**config.mk**
```make
export PLATFORM = sky130hd
export DESIGN_NAME = keccak_squeeze_unpacker
export DESIGN_NICKNAME = d
export VERILOG_FILES = /design/src/rtl/keccak_squeeze_unpacker.sv
export SDC_FILE = /design/constraint.sdc
export NUM_CORES = 2
export LEC_CHECK = 0
export ABC_AREA = 1
export CORE_AREA = 4 4 662 664
export DETAILED_ROUTE_END_ITERATION = 7
export DIE_AREA = 0 0 666 668
export PLACE_DENSITY = 0.33
export SYNTH_ARGS = -nofsm -noshare
export SYNTH_HDL_FRONTEND = slang
export SYNTH_SLANG_ARGS = --single-unit
export TNS_END_PERCENT = 20
```
**constraint.sdc**
```tcl
create_clock -name clk_i -period 53.7 [get_ports clk_i]
set_clock_uncertainty 0.15 [all_clocks]
set_input_delay 10.74 -clock clk_i [delete_from_list [all_inputs] [get_ports clk_i]]
set_output_delay 10.74 -clock clk_i [all_outputs]
set_load 0.02 [all_outputs]
```
**src/rtl/keccak_squeeze_unpacker.sv**
```systemverilog
// Streams the rate part of a Keccak-f state as 64-bit words and requests more blocks for XOFs.
// Optional `SQZ_LAST_FLAG_EN adds word_last_o, flagging the final word of a request.
module keccak_squeeze_unpacker #(
   parameter int unsigned WORD_W = 64,
   parameter int unsigned LEN_W  = 16
) (
   input  logic              clk_i,
   input  logic              reset_i,
   input  logic              start_i,
   input  logic [1:0]        mode_i,
   input  logic [LEN_W-1:0]  req_words_i,
   input  logic [1599:0]     state_in_i,
   input  logic              state_ready_i,
   output logic [WORD_W-1:0] word_o,
   output logic              word_valid_o,
   input  logic              word_ready_i,
   output logic              squeeze_o,
   output logic              busy_o,
`ifdef SQZ_LAST_FLAG_EN
   output logic              word_last_o,
`endif
   output logic              done_o
);

   localparam int unsigned NumWords = 21;
   localparam int unsigned RateW    = NumWords * WORD_W;
   localparam logic [4:0]  NumWordsK = 5'd21;

   typedef enum logic [2:0] {StIdle, StWait, StStream, StReq, StDrain, StFin} state_e;

   state_e             state_q, state_d;
   logic [LEN_W-1:0]   rem_q, rem_d;
   logic [4:0]         k_q, k_d;
   logic [4:0]         blk_q, blk_d;
   logic               cap;
   logic [WORD_W-1:0]  buf_q [NumWords];

   // Capacity bits beyond the rate are never emitted.
   logic unused_capacity;
   assign unused_capacity = ^state_in_i[1599:RateW];

   always_ff @(posedge clk_i) begin
      if (reset_i) begin
         state_q <= StIdle;
         rem_q   <= '0;
         k_q     <= '0;
         blk_q   <= '0;
         for (int i = 0; i < NumWords; i++) buf_q[i] <= '0;
      end else begin
         state_q <= state_d;
         rem_q   <= rem_d;
         k_q     <= k_d;
         blk_q   <= blk_d;
         if (cap) begin
            for (int i = 0; i < NumWords; i++) buf_q[i] <= state_in_i[i*WORD_W +: WORD_W];
         end
      end
   end

   always_comb begin
      state_d = state_q;
      rem_d   = rem_q;
      k_d     = k_q;
      blk_d   = blk_q;
      cap     = 1'b0;
      unique case (state_q)
         StIdle: begin
            if (start_i) begin
               unique case (mode_i)
                  2'b00: begin rem_d = req_words_i;   blk_d = 5'd21; end
                  2'b10: begin rem_d = req_words_i;   blk_d = 5'd17; end
                  2'b01: begin rem_d = LEN_W'(4);     blk_d = 5'd17; end
                  2'b11: begin rem_d = LEN_W'(8);     blk_d = 5'd9;  end
               endcase
               state_d = (rem_d == '0) ? StFin : StWait;
            end
         end
         StWait: begin
            if (state_ready_i) begin
               cap     = 1'b1;
               k_d     = '0;
               state_d = StStream;
            end
         end
         StStream: begin
            if (word_ready_i) begin
               k_d   = k_q + 5'd1;
               rem_d = (rem_q != '0) ? rem_q - LEN_W'(1) : '0;
               if (rem_q <= LEN_W'(1)) begin
                  state_d = StFin;
               end else if (k_d == blk_q) begin
                  state_d = StReq;
               end
            end
         end
         StReq:   state_d = StDrain;
         // The core keeps out_ready high briefly after squeeze; only a low phase marks a new block.
         StDrain: if (!state_ready_i) state_d = StWait;
         StFin:   state_d = StIdle;
         default: state_d = StIdle;
      endcase
   end

   always_comb begin
      busy_o       = (state_q != StIdle);
      word_valid_o = (state_q == StStream);
      squeeze_o    = (state_q == StReq);
      done_o       = (state_q == StFin);
      word_o       = '0;
      if (word_valid_o && (k_q < NumWordsK)) word_o = buf_q[k_q];
`ifdef SQZ_LAST_FLAG_EN
      word_last_o  = word_valid_o && (rem_q == LEN_W'(1));
`endif
   end

endmodule

```
==> impl_results.md <==
* CTS sink cnt at roughly 1400
* Post-Synth Simple-Gate Area at 17.4%
* Critical-path top delay cell: clkdlybuf4s50_1
* Syn nets at 8921
* Placer Congestion at just over 0.8
* Vias in the first global route at 57600
* Worst hold endpoint: blk_q[4]
* Final setup vio count at 0
* Largest family of logic cells by synthesized area: simple AND/OR/NAND/NOR gates
* Worst Hold Depth at 2
* Slew Viols, Final at 0
* Syn Inst Count at ~7300
* Startpoint types: flip-flop
* Logic pwr share at 31.3%
* Max cap viols at 0
* First-pass GRT wire length at about 490000 µm
* Largest net degree at the start of global routing at 160
* Final net count at between 10000 and 15000
* Total GRT Usage at 15.6%
* WL final at around 360000 µm
* Die X-Extent at about 670 µm
* Design area at 92400 µm²
* RSZ-0062 raised after global routing: false
* Core area at roughly 430000 µm²
* Area growth syn-to-layout at 40.2%
* Syn avg cell area at 9.04 µm²
* Max-slew headroom at 14.8%
* Outcome: completed
* Delay-heaviest family, CP: buffers and inverters
* CP peak stage delay at 0.96 ns
* DR iter-0 viols at between 3000 and 4000
* Distinct cells, synth at 30
* Die Area at 445000 µm²
* Largest cells by area after synthesis: edfxtp_1 61%, nor2_1 14%, inv_1 8.0%
* Internal power at around 0.0025 W
* I/O pins at 1691
* Detail Route Antenna Nets at 0
* Share of cells above drive strength 1 at about 4%
* Row count at 242
* Fin. Hold Viols at 0
* Reg2reg start: state_q[1]
* Mux cell area share after synthesis at 0%
* Filler cells at between 40000 and 50000
* Critical Path RT at between 40 and 50 ns
* Worst-path fanout max at between 90 and 100
* Most frequent cells in the layout: 2476 x nor2_1, 1433 x clkdlybuf4s50_1, 1411 x inv_1
* Worst-margin pin slew at 1.26 ns
* TritonCTS clock tree: yes
* Synthesis Warnings at 0
* Clock buffer depth at 4
* # Post-CTS Setup Buffers at 0
* DP Area at roughly 86000 µm²
* Clock transition at the registers of the reported paths at 0.05 ns
* #FFs+latches synth at 1377
* Post-synthesis sequential area ratio at a little over 60%
* CTS hold repair buffers at 0
* Post-layout min period at approximately 17 ns
* CP Capture Type: output port
* Worst-skew pair later-pin latency at ~0.9 ns
* Pwr/cell area at approximately 43 nW/µm²
* Via count at 55900
* Drt drc at 0
* WP buf/inv at 5
* TritonCTS buffer count at between 150 and 200
* Die Ht at between 600 and 700 µm
* CTS resizes at 0
* Seq pwr share at between 30 and 40%
* Number of antenna violations at the first check in global routing at 223
* Initial Utilization at around 15%
* TritonRoute pass-1 iters at 6
* Wire per inst at around 25 µm
* CP Cell Sequence: inv_8, buf_4, buf_12, buf_4, o21ai_0, nand3_1, nand3_1, nand2_1, nand2_1, a21oi_1, clkdlybuf4s50_1
* Share of the synthesized area in the top cell type at between 60% and 70%
* Post-synthesis compound-gate area fraction at a little under a tenth
* Xor-xnor portion of the synthesized cell area at less than 1%
* Min-delay src: blk_q[4]
* Fmax at approximately 58 MHz
* Final critical-path share of the clock period at 32.4%
* Synth Area in Adders at less than 1%
* Buffers on Ports at around 1400
* Switching power at roughly 0.0015 W
* Total congestion overflow at 0
* Dpl hpwl at 271000 µm
* Worst VDD drop at between 0.02 and 0.03 mV
* Setup TNS at 0 ns
* Sw Share at between 30% and 40%
* Synthesized area at 65900 µm²
* Critical path class: reg -> out
* Clock power share at 31.8%
* Reg-to-reg slack, setup at 47.45 ns
* R2r worst-path depth at 10
* Critical Path AT at between 6 and 7 ns
* Commonest non-fill, non-tap cell in the layout: nor2_1
* R2r endpoint: buf_q[10][21]
* H-tree Lvls at 4
* Yosys top cell by area: edfxtp_1
* Vias per cell at just under 4
* P_leak at ~38 nW
* Clock root cell: clkbuf_16
* Hold WC Path Type: reg -> reg
[state kept, by name (all words and copies together), names as in the netlist, named ones only]
signal   count
blk_q        4
buf_q     1344
k_q          5
rem_q       16
state_q      3
[layout make-up]
class                           count  area [µm²]  share of cell area [%]
Clock buffer                      233        4870                    5.28
Inverter                         1419        5360                    5.80
Tap cell                         5734        7170                    7.77
Timing Repair Buffer             1528       15200                    16.5
Sequential cell                  1377       41000                    44.4
Multi-Input combinational cell   4051       17500                    19.0
Clock inverter                     98         985                    1.07
Antenna cell                       76         190                   0.206
[worst reg2reg max path: cells and delay by family, from the launching register on]
family	cells	cell delay [ns]
DFF	1	0.35
buffers and inverters	6	4.29
and+or+nand+nor	4	0.90
[cells in the mapped netlist]
master,instances
nor2_1,2476
inv_1,1413
edfxtp_1,1344
o21ai_0,685
nand3_1,250
nand2_1,229
clkbuf_1,187
buf_2,184
o211ai_1,183
a21oi_1,102
o22ai_1,49
buf_1,38
buf_4,37
o21ai_1,35
dfxtp_1,33
a31oi_1,17
nand4_1,5
ha_1,4
inv_2,4
xor2_1,4
nor3_1,3
or2_2,3
clkinv_1,2
a211oi_1,1
a31o_2,1
buf_6,1
o211a_1,1
o21a_1,1
o21bai_1,1
o31ai_1,1
[cells by family (layout without fill, tap and decap cells)]
| logic type | count (synthesis) | count (layout) |
|---|---|---|
| flops | 1377 | 1377 |
| xor+xnor | 4 | 4 |
| compound gates | 1077 | 1077 |
| simple gates | 2966 | 2966 |
| fa+ha+maj | 4 | 4 |
| buf+inv | 1866 | 3278 |
| other cells | 0 | 76 |
[per-layer routing]
metal | GRT usage [%] | up-vias | wire [µm]
met5 | 0 | - | 415
met4 | 4.15 | 62 | 10200
met3 | 4.15 | 582 | 23300
met2 | 27.3 | 1775 | 179000
met1 | 18.9 | 27600 | 151000
li1 | - | 25800 | -
[power by group through the flow]
stage	registers (W)	clock network [W]	logic (W)
2_1_floorplan	0.00170	0	0.000630
3_3_place_gp	0.00147	0	0.00131
3_5_place_dp	0.00148	0	0.00131
4_1_cts	0.00146	0.00130	0.00131
5_1_grt	0.00147	0.00134	0.00138
6_report	0.00145	0.00125	0.00123
[metrics by stage]
step	setup slack, ns	hold slack, ns	std cells	util [%]	total power [W]
floorplan	11.48	0.290	7294	-	0.00233
global placement	36.38	0.309	14100	19.9	0.00278
detailed placement	36.25	0.307	14100	19.9	0.00279
CTS	35.86	0.317	14400	21.3	0.00407
global route	35.77	0.354	14500	21.3	0.00418
finish	36.31	0.313	14500	21.3	0.00394
[worst max path at each step]
stage / from / endpoint / slack [ns] / cells past startpoint
after detailed placement: reset_i / buf_q[2][20] / 36.25 / 8
after floorplan: reset_i / buf_q[0][0] / 11.48 / 4
after global placement: reset_i / buf_q[5][23] / 36.38 / 8
final: flip-flop / word_o[32] / 36.31 / 11
after CTS: flip-flop / word_o[32] / 35.86 / 11
after global routing: flip-flop / word_o[32] / 35.77 / 11
Note: power is estimated with default switching activity, not from simulation.
